**src/rtl/cache_control_nway.sv**
```systemverilog
// cache_control_nway: control FSM for a WAYS-way set-associative cache.
// It sequences hits, dirty write-back, line fill and write-through writes,
// and picks victims by tree pseudo-LRU with invalid ways taking priority.
// Ports:
//   clk, rst                      single clock, synchronous active-high reset
//   mem_read/mem_write/mem_resp   CPU request/completion handshake
//   mem_byte_enable               CPU write mask; a zero mask writes nothing
//   hit_vec/valid_vec/dirty_vec   per-way status of the addressed set
//   plru_in/plru_out/plru_write   PLRU tree read, updated value and write strobe
//   way_sel, data_write, tag_write, dirty_set, dirty_clear,
//   data_in_sel, pmem_addr_sel, pmem_src_sel   datapath controls
//   pmem_read/pmem_write/pmem_resp             physical memory handshake
// All controls are combinational from state and inputs.
module cache_control_nway #(
  parameter int WAYS          = 4,
  parameter bit WRITE_THROUGH = 1'b0,
  localparam int WB           = $clog2(WAYS)
) (
  input  logic            clk,
  input  logic            rst,
  input  logic            mem_read,
  input  logic            mem_write,
  input  logic [1:0]      mem_byte_enable,
  output logic            mem_resp,
  input  logic [WAYS-1:0] hit_vec,
  input  logic [WAYS-1:0] valid_vec,
  input  logic [WAYS-1:0] dirty_vec,
  input  logic [WAYS-2:0] plru_in,
  output logic [WAYS-2:0] plru_out,
  output logic            plru_write,
  output logic [WB-1:0]   way_sel,
  output logic            data_write,
  output logic            tag_write,
  output logic            dirty_set,
  output logic            dirty_clear,
  output logic            data_in_sel,
  output logic            pmem_addr_sel,
  output logic            pmem_src_sel,
  output logic            pmem_read,
  output logic            pmem_write,
  input  logic            pmem_resp
);

  typedef enum logic [2:0] {
    IDLE, WRITE_BACK, FILL, FILL_DONE, WT_WRITE
  } state_t;

  state_t        state;
  logic [WB-1:0] victim_q;

  logic          req;
  logic          is_write;
  logic          hit;
  logic          wr_data;
  logic [WB-1:0] hit_way;
  logic [WB-1:0] inv_way;
  logic          inv_found;
  logic [WB-1:0] plru_way;
  logic [WB-1:0] victim;
  logic          victim_dirty;

  // A simultaneous read and write is handled as a write.
  assign req      = mem_read | mem_write;
  assign is_write = mem_write;
  assign hit      = |hit_vec;
  assign wr_data  = mem_write & (|mem_byte_enable);

  // Lowest-index hit way (loop runs downward so the lowest index wins).
  always_comb begin
    hit_way = '0;
    for (int i = WAYS - 1; i >= 0; i--) begin
      if (hit_vec[i]) hit_way = WB'(i);
    end
  end

  // Lowest-index invalid way.
  always_comb begin
    inv_way   = '0;
    inv_found = 1'b0;
    for (int i = WAYS - 1; i >= 0; i--) begin
      if (!valid_vec[i]) begin
        inv_way   = WB'(i);
        inv_found = 1'b1;
      end
    end
  end

  // Tree walk: node i has children 2i+1 (lower half) and 2i+2 (upper half).
  // Each visited node bit becomes the next way-index bit, MSB first.
  always_comb begin
    int unsigned node;
    node     = 0;
    plru_way = '0;
    for (int l = 0; l < WB; l++) begin
      plru_way = (plru_way << 1) | WB'(plru_in[node]);
      node     = 2 * node + 1 + int'(plru_in[node]);
    end
  end

  // Point every node on the accessed way's path away from that way.
  always_comb begin
    int unsigned node;
    logic        b;
    node     = 0;
    plru_out = plru_in;
    for (int l = 0; l < WB; l++) begin
      b              = hit_way[WB-1-l];
      plru_out[node] = ~b;
      node           = 2 * node + 1 + int'(b);
    end
  end

  assign victim       = inv_found ? inv_way : plru_way;
  assign victim_dirty = valid_vec[victim] & dirty_vec[victim];

  always_ff @(posedge clk) begin
    if (rst) begin
      state    <= IDLE;
      victim_q <= '0;
    end else begin
      case (state)
        IDLE: begin
          if (req && !hit) begin
            if (is_write && WRITE_THROUGH) begin
              // No allocation on a write-through write miss.
              state <= WT_WRITE;
            end else begin
              victim_q <= victim;
              state    <= victim_dirty ? WRITE_BACK : FILL;
            end
          end else if (req && hit && wr_data && WRITE_THROUGH) begin
            state <= WT_WRITE;
          end
        end
        WRITE_BACK: if (pmem_resp) state <= FILL;
        FILL:       if (pmem_resp) state <= FILL_DONE;
        FILL_DONE:  state <= IDLE;
        WT_WRITE:   if (pmem_resp) state <= IDLE;
        default:    state <= IDLE;
      endcase
    end
  end

  always_comb begin
    mem_resp      = 1'b0;
    plru_write    = 1'b0;
    way_sel       = '0;
    data_write    = 1'b0;
    tag_write     = 1'b0;
    dirty_set     = 1'b0;
    dirty_clear   = 1'b0;
    data_in_sel   = 1'b0;
    pmem_addr_sel = 1'b0;
    pmem_src_sel  = 1'b0;
    pmem_read     = 1'b0;
    pmem_write    = 1'b0;
    if (!rst) begin
      case (state)
        IDLE: begin
          if (req && hit) begin
            way_sel    = hit_way;
            plru_write = 1'b1;
            if (wr_data) begin
              data_write = 1'b1;
              // Write-through completes only after the memory write.
              if (!WRITE_THROUGH) begin
                dirty_set = 1'b1;
                mem_resp  = 1'b1;
              end
            end else begin
              // Reads, and writes with an empty mask, finish immediately.
              mem_resp = 1'b1;
            end
          end
        end
        WRITE_BACK: begin
          pmem_write    = 1'b1;
          pmem_addr_sel = 1'b1;
          way_sel       = victim_q;
        end
        FILL: begin
          pmem_read = 1'b1;
          way_sel   = victim_q;
        end
        FILL_DONE: begin
          data_in_sel = 1'b1;
          data_write  = 1'b1;
          tag_write   = 1'b1;
          dirty_clear = 1'b1;
          way_sel     = victim_q;
        end
        WT_WRITE: begin
          pmem_write   = 1'b1;
          pmem_src_sel = 1'b1;
          mem_resp     = pmem_resp;
        end
        default: ;
      endcase
    end
  end

endmodule

```
**config.mk**
```make
export PLATFORM = sky130hd
export DESIGN_NAME = cache_control_nway
export DESIGN_NICKNAME = d
export VERILOG_FILES = /design/src/rtl/cache_control_nway.sv
export SDC_FILE = /design/constraint.sdc
export NUM_CORES = 1
export LEC_CHECK = 0
export ABC_AREA = 1
export CAP_MARGIN = 20
export CORE_MARGIN = 2
export CORE_UTILIZATION = 38
export DETAILED_ROUTE_END_ITERATION = 10
export GPL_ROUTABILITY_DRIVEN = 0
export GPL_TIMING_DRIVEN = 0
export HOLD_SLACK_MARGIN = 0.15
export PLACE_DENSITY = 0.84
export SETUP_SLACK_MARGIN = 0.5
export SYNTH_ARGS = -nofsm -noshare
export SYNTH_HDL_FRONTEND = slang
export SYNTH_SLANG_ARGS = --single-unit
```
**constraint.sdc**
```tcl
create_clock -name clk -period 4.5 [get_ports clk]
set_clock_uncertainty 0.15 [all_clocks]
set_input_delay 0.9 -clock clk [delete_from_list [all_inputs] [get_ports clk]]
set_output_delay 0.9 -clock clk [all_outputs]
set_load 0.1 [all_outputs]
```
==> run_results.csv <==
group,metric,value,unit
logic_synthesis,synthFlopType,"dfxtp_1",
clock_network,cts_max_level,1,
logic_synthesis,synth-edff-count,0,
cells_and_area,fillers,119,
power,leakage,0.557,nW
global_routing,antenna_found_initial,0,
placement,portBuffers,36,
detailed_routing,wl_per_cell,9.45,um
power,powerDensity,467,nW/um^2
placement,hpwl,1270,um
logic_synthesis,synth.area.mux_share,0,%
global_routing,grt.met2_usage,30.1,%
setup_path,worst-path-max-fanout,4,
setup_path,r2r_setup_slack,2.89,ns
setup_path,endpoint,"plru_out[1]",
logic_synthesis,synth_compound_area_share,21.6,%
setup_path,timing.rr.end,"victim_q[0]",
detailed_routing,routed_wl,1460,um
setup_path,reg2reg_from,"state[0]",
global_routing,overflow,0,
cells_and_area,nets,167,
logic_synthesis,async_flop_share,0,%
power,seqPwrFrac,11.9,%
power,irDropWorstVdd,0.336,mV
cells_and_area,area_delta_synth_final,77.8,%
logic_synthesis,synth-seq-area-share,13.7,%
floorplan,num_rows,14,
job,max-cap-violations,0,
timing,maxSlewViolCount,0,
timing,worstMarginPinSlew,0.969,ns
logic_synthesis,yosysUniqueCellTypes,22,
logic_synthesis,synth_top_family_by_area,"simple AND/OR/NAND/NOR gates",
detailed_routing,ant_nets,0,
hold_path,holdCritPathClass,"reg -> reg",
cells_and_area,layout-drive-gt1-share,22.5,%
clock_network,clockBufferDepth,2,
global_routing,grtUsageMet1,23.6,%
logic_synthesis,synth_common_cells,"inv_1, nand2_1, nor2_1",
detailed_routing,drt_first_pass_iters,4,
global_routing,gr-usage-met3,2.13,%
floorplan,core-area,1470,sq um
setup_path,r2r_cells,6,
cells_and_area,num_antenna_cells,0,
clock_network,cts_made_buffers,3,
placement,place_ws,-0.0490,ns
setup_path,critical_path_required,3.45,ns
timing,setup_violations,0,
logic_synthesis,synth_area,586,sq um
placement,placed_area,1030,sq um
power,p_sw,0.306,mW
logic_synthesis,yosysMostFrequentCell,"inv_1",
detailed_routing,via_per_inst,4.64,
setup_path,critPathLaunch,"hit_vec[0]",
power,clock_power_share,8.5,%
logic_synthesis,synth_top_area_share,14.1,%
logic_synthesis,synth_fa_ha_area_share,10.7,%
detailed_routing,detail_route.iter0.violations,7,
setup_path,crit_type,"in -> out",
floorplan,start_util,39.8,%
timing,fin_tns_setup,0,ns
logic_synthesis,ys_top_cells_by_area,"inv_1, dfxtp_1, ha_1, nand2_1, nor2_1",
global_routing,grtUsageTotal,17.6,%
logic_synthesis,ys_warn_count,0,
global_routing,grt_pass1_wl,2640,um
clock_network,root_buffer,"clkbuf_4",
global_routing,grt_max_degree,7,
timing,rsz0062_at_grt,"false",
logic_synthesis,yosys.area_share.simple,31.6,%
timing,max_freq,256,MHz
timing,fin_crit_sh,87.0,%
detailed_routing,vias,715,
timing,post-route-min-period,3.91,ns
status,status,"finished clean",
setup_path,cp-end-kind,"output pin",
clock_network,cts_tree,"yes",
power,swShare,62.9,%
logic_synthesis,synth_xor_area_share,0,%
timing,hold_viol,0,
logic_synthesis,ys_ff_latch,4,
floorplan,die_y,43.3,um
floorplan,ioPinCount,38,
logic_synthesis,syn-num-nets,126,
global_routing,grt_pass1_vias,637,
clock_network,clock_sinks,4,
timing,finalWorstSetupSlack,0.586,ns
clock_network,cts.clk_slew.worst_paths,0.03,ns
cells_and_area,stdcell_area,1040,sq um
power,internal_power,0.180,mW
timing,slew_headroom,35.2,%
clock_network,clkLatencyLatePin,0.22,ns
floorplan,die_x,43.3,um
logic_synthesis,synthCells,99,
global_routing,grt-busiest-layer,"met2",
power,p_comb_share,79.5,%
detailed_routing,route.detailed.drc,0,
floorplan,die_area,1870,sq um
logic_synthesis,avgSynthCellArea,5.91,sq um
logic_synthesis,post-synth-top-area-cell,"inv_1",
setup_path,crit_path_start_kind,"input pin",
clock_network,ctsHoldBuffers,0,
setup_path,cp.arrival,2.86,ns
[worst min-delay path by stage]
stage | start | to | slack, ns | cells past startpoint
detailed placement | victim_q[1] | victim_q[1] | 0.38 | 2
floorplan | victim_q[1] | victim_q[1] | 0.33 | 2
global placement | victim_q[1] | victim_q[1] | 0.36 | 2
finish | victim_q[1] | victim_q[1] | 0.39 | 2
CTS | victim_q[1] | victim_q[1] | 0.39 | 2
global route | victim_q[1] | victim_q[1] | 0.45 | 2
[layer usage]
metal  share of wire [%]  vias to the layer above  wire length [um]
li1                    -                      385                 -
met1                  47                      309               683
met2                  45                       21               662
met3                 7.5                        0               109
met4                   0                        0                 0
met5                   0                        -                 0
[repair_timing]
action | in CTS | in global routing
gates cloned | 0 | 0
setup endpoints to repair | 10 | 5
hold endpoints to repair | 0 | 0
gates resized for setup | 15 | 6
buffers inserted | 0 | 0
[placed cells by master (no fill, tap or decap), types with 3 or more instances in the layout]
cell type	n
clkdlybuf4s50_1	23
dlymetal6s2s_1	3
buf_4	5
dfxtp_1	4
nand3_1	7
o21ai_2	3
nor2_1	9
inv_2	3
a21oi_1	4
dlygate4sd2_1	6
ha_1	5
o21ai_0	6
clkbuf_4	3
nand2_1	14
inv_1	20
[critical path, stage by stage]
cell             delay (ns)
clkdlybuf4s50_1        0.60
nor2_4                 0.04
inv_2                  0.08
nor2_1                 0.06
inv_1                  0.12
o21ai_0                0.12
o21ai_2                0.07
dlygate4sd2_1          0.87
[power by group through the flow]
stage	registers [mW]	clock network [mW]	logic, mW
after global placement	0.0580	0	0.392
after detailed placement	0.0589	0	0.398
final	0.0580	0.0416	0.387
after CTS	0.0583	0.0443	0.390
after global routing	0.0603	0.0468	0.413
after floorplan	0.0559	0	0.315
[through the flow]
stage	util, %	std cells	hold WS [ns]	power, mW
floorplan	-	99	0.327	0.370
global placement	69.7	151	0.364	0.450
detailed placement	69.7	151	0.378	0.457
CTS	70.8	154	0.386	0.492
global route	70.7	154	0.446	0.520
finish	70.7	154	0.388	0.487
[kinds of logic (layout without fill, tap and decap cells)]
family / after synthesis / in the layout
AOI/OAI and AO/OA: 20 / 20
adders and majority gates: 5 / 5
buffers and inverters: 29 / 68
DFF: 4 / 4
other: 1 / 1
and+or+nand+nor: 40 / 40
[cell type report]
| class | instances | area (sq um) | area share [%] |
|---|---|---|---|
| plain buffers | 5 | 37.5 | 3.61 |
| clock buffers | 3 | 22.5 | 2.16 |
| inverters | 24 | 92.6 | 8.89 |
| multi-input cells | 66 | 435 | 41.8 |
| flip-flops and latches | 4 | 80.1 | 7.69 |
| well taps | 16 | 20.0 | 1.92 |
| repair buffers | 36 | 353 | 33.9 |
[state kept, by name (all words and copies together), names as in the netlist]
signal / count
state: 2
victim_q: 2
No activity file was read; power rests on OpenSTA's default activity.
==> variant 1 (config.mk and constraints unchanged) <==
Set the parameter `WAYS` to 8 (it was 4).
--- a/src/rtl/cache_control_nway.sv
+++ b/src/rtl/cache_control_nway.sv
@@ -14,3 +14,3 @@
 module cache_control_nway #(
-  parameter int WAYS          = 4,
+  parameter int WAYS          = 8,
   parameter bit WRITE_THROUGH = 1'b0,
Interface: changed (6 resized); port bits go from 38 to 59. The function was not compared with the original's and may differ.
==> variant 1 against the unedited design <==
Via count up 70%; area after synthesis grew 55%; sequential power rose by 12%; non-clock buffer count is 22 higher; worst setup slack improved by 21 ps; final cell count increased by 63%; synthesized cell count rose by 65%; sequential cell count increased by 1; first-iteration DRC count grew 100%; power increased by 10%; cell area up 48%; wire length is 84% higher; sequential share of layout area fell by 1.2 points.
==> variant 1: results (changes against the unedited design) <==
run_status:
  status: "completed"
grt:
  grt_pass1_wl_microns: 4860  # +84%
  grt_pass1_vias: 1241  # +95%
  grtUsageTotal_pct: 22.8  # +5.2 points
  grt_max_degree: 10  # +3
  met3_usage_pct: 2.82  # +0.70 points
  use_met1_pct: 24.5  # +0.91 points
  grtUsageMet2_pct: 44.8  # +15 points
placed_design:
  io_buffers: 56  # +56%
  hpwlAfterDp_microns: 2310  # +83%
  place_area_sq_mm: 0.00154  # +50%
timing:
  setup_viol: 0  # unchanged
  max-slew-margin-rel_pct: 35.0  # -0.18 points
synthesis:
  ys_seq_area_share_pct: 11.0  # -2.7 points
  synth_cell_types: 31  # +41%
  yosys-top-cells-count: "nand2_1 (35), inv_1 (32), nor2_1 (15)"
  syn_nets: 206  # +63%
  async_reset_ff_share_pct: 0  # unchanged
  synth_fa_ha_area_share_pct: 6.89  # -3.8 points
  muxShareOfSynthArea_pct: 0  # unchanged
  yosys-top-cells-area: "nand2_1 (14%), inv_1 (13%), dfxtp_1 (11%), ha_1 (6.9%), a21oi_1 (6.6%)"
  yosys_warnings: 0  # unchanged
  postSynthAreaPerCell_sq_um: 5.57  # -5.8%
  synth_compound_area_share_pct: 23.1  # +1.6 points
detailed_routing:
  m1WireLength_microns: 1110  # +62%
  avgRoutedWirePerCell_microns: 10.7  # +13%
  dr_wl_met3_microns: 180  # +65%
  dr_wl_met2_microns: 1350  # +100%
  first_pass_iters: 4  # unchanged
  viasPerCell: 4.84  # +4.2%
  drt_iter0_markers: 14  # +7
  top_layer_used: "met4"
worst_setup_path:
  regToRegEndpoint: "state[1]"
  r2r_cells: 8  # +2
  critPathSlowestCell: "o311ai_1"
  reg2reg_from: "state[1]"
  path_max_fanout: 4  # unchanged
  worstPathArrival_ps: 2840  # -20 ps
  r2r_setup_slack_ps: 2840  # -50 ps
  max_stage_delay_ps: 490  # -380 ps
cts:
  cts_made_buffers: 3  # unchanged
  cts_resized: 52  # +37
  cts.clk_slew.worst_paths_ps: 50  # +20 ps
  clock_latency_ps: 250  # +30 ps
cells_and_area:
  nets: 267  # +60%
  stdcell_count: 251  # +63%
  drive_above_1_share_pct: 19.7  # -2.7 points
  top_regs: "victim_q (3), state (2)"
hold_path:
  hold_class: "reg2reg"
pwr:
  power_frac_comb_pct: 77.7  # -1.8 points
  leakagePower_nw: 0.731  # +31%
  intPower_mw: 0.204  # +13%
  ir_drop_v: 0.000392  # +17%
  pwr-share-seq_pct: 12.1  # +0.2 points
  total_power_mw: 0.536  # +10%
-- variant 1: area by class of cell --
cell class,instances,area [sq um]
fillers,209,692
multi-input cells,115,662
repair buffers,56,537
inverters,36,135
flip-flops and latches,5,100
plain buffers,7,46.3
well taps,28,35.0
clock buffers,4,26.3
-- variant 1: how the worst max path moves through the flow --
stage,from,to,cells past startpoint
CTS,hit_vec[6],plru_out[3],8
detailed placement,hit_vec[2],plru_out[6],9
finish,hit_vec[6],plru_out[1],7
floorplan,hit_vec[3],way_sel[2],5
global route,hit_vec[2],plru_out[6],9
global placement,hit_vec[3],plru_out[6],9
-- variant 1: stage by stage --
stage	worst slack (ps)	hold WS, ps	TNS (ps)
floorplan	20.1	279	0
global placement	-236	296	-559
detailed placement	-213	307	-757
CTS	420	314	0
global route	404	343	0
finish	607	315	0
==> variant 2 (same flow settings) <==
Made on the original files. Encoding of `state_t`: now one-hot (5 bits for 5 states).
--- a/src/rtl/cache_control_nway.sv
+++ b/src/rtl/cache_control_nway.sv
@@ -43,4 +43,4 @@
 
-  typedef enum logic [2:0] {
-    IDLE, WRITE_BACK, FILL, FILL_DONE, WT_WRITE
+  typedef enum logic [4:0] {
+    IDLE = 5'b00001, WRITE_BACK = 5'b00010, FILL = 5'b00100, FILL_DONE = 5'b01000, WT_WRITE = 5'b10000
   } state_t;
Check against the original RTL: no difference found for any inputs over 10 cycles, from zero or initial values and one cycle with rst high; not proved beyond that.
==> variant 2 against the unedited design <==
Sequential cell count is 2 higher; power is 34% lower; worst hold slack worse by 3.2 ps; critical path depth is 4 lower; cell area is 2.4% lower; area after synthesis is 7.1% higher; sequential power is 18% higher; wire length is 8.7% higher; synthesized cell count is 6.1% higher; worst setup slack better by 16 ps; highest routed layer is now met4.
==> variant 2: results (changes against the unedited design) <==
grt:
  grtUsageTotal_pct: 17.9  # +0.29 points
  use_met1_pct: 17.8  # -5.7 points
  grt_max_degree: 11  # +4
  grt_pass1_vias: 681  # +6.9%
  grtUsageMet2_pct: 33.0  # +2.9 points
  met3_usage_pct: 4.08  # +2.0 points
pwr:
  pwr_density_cell_mw_per_mm2: 317  # -32%
  leakagePower_nw: 0.552  # -0.97%
  ir_drop_v: 0.000167  # -50%
cells_and_area:
  buffers: 42  # +2.4%
  fin_util_pct: 66.7  # -4.1 points
  area_growth_pct: 62.1
  top_regs: "state (4), victim_q (2)"
  seqCellArea_sq_um: 120  # +50%
  multi_input_area_sq_um: 390  # -10%
  area_share_nonclk_buffers_pct: 38.2  # +0.68 points
  n_all_inverters: 20  # -17%
  n_sequential_cell: 6  # +2
  drive_above_1_share_pct: 18.8  # -3.7 points
  nets: 168  # +0.60%
  nMultiInputCombCells: 73  # +11%
worst_setup_path:
  r2r_cells: 8  # +2
  reg2reg_from: "state[2]"
  r2r_setup_slack_ps: 3130  # +240 ps
  path_max_fanout: 10  # +6
  worstPathArrival_ps: 2850  # about the same
synthesis:
  synth_fa_ha_area_share_pct: 0  # -11 points
  synth_compound_area_share_pct: 15.6  # -6.0 points
  yosys-top-cells-count: "nand2_1 (24), inv_1 (18), nor2_1 (11)"
  postSynthAreaPerCell_sq_um: 5.97  # +0.93%
  ys_seq_area_share_pct: 19.2  # +5.5 points
  syn_nets: 127  # +0.79%
  synth_cell_types: 27  # +23%
  yosys_warnings: 0  # unchanged
  yosys-top-cells-area: "dfxtp_1 (19%), nand2_1 (14%), inv_1 (11%), nor2_1 (6.6%), buf_4 (6.0%)"
timing:
  max-slew-margin-rel_pct: 35.2  # +0.041 points
  holdWs_ps: 385  # -3.18 ps
detailed_routing:
  dr_wl_met2_microns: 840  # +27%
  wl_microns: 1580  # +8.7%
  avgRoutedWirePerCell_microns: 9.89  # +4.7%
  dr_wl_met3_microns: 104  # -4.6%
  vias: 775  # +8.4%
  m1WireLength_microns: 603  # -12%
placed_design:
  place_area_sq_mm: 0.00101  # -1.8%
  hpwlAfterDp_microns: 1390  # +10%
  dp_slack_ps: 261  # +310 ps
  io_buffers: 36  # unchanged
  placed_cells: 157  # +4.0%
hold_path:
  hold_start: "victim_q[0]"
  hold-path-endpoint: "victim_q[0]"
cts:
  clock_latency_ps: 240  # +20 ps
run_status:
  status: "completed"
==> variant 2: worst max-delay path: stages <==
cell             delay, ps
clkdlybuf4s50_1        410
clkbuf_1               240
nor2_1                 160
clkdlybuf4s50_1       1140
==> variant 2: where the power goes <==
| part | internal (mW) | switching, mW | total [mW] | leakage, nW |
|---|---|---|---|---|
| sequential | 0.0611 | 0.00722 | 0.0683 | 0.0488 |
| clock | 0.0302 | 0.0196 | 0.0498 | 0.0138 |
| combinational | 0.0578 | 0.146 | 0.204 | 0.489 |
==> variant 2: how the worst max path moves through the flow <==
stage / start / slack (ps) / endpoint
final: rst / 600 / pmem_read
after global routing: hit_vec[0] / 500 / way_sel[0]
after CTS: rst / 530 / pmem_addr_sel
after detailed placement: hit_vec[1] / 260 / plru_write
after global placement: hit_vec[1] / 300 / plru_write
after floorplan: rst / 510 / dirty_clear
==> variant 2: what timing repair did <==
item | in CTS | in global routing
endpoints found under the setup margin | 10 | 5
gates resized for setup | 10 | 7
hold buffers | 0 | 0
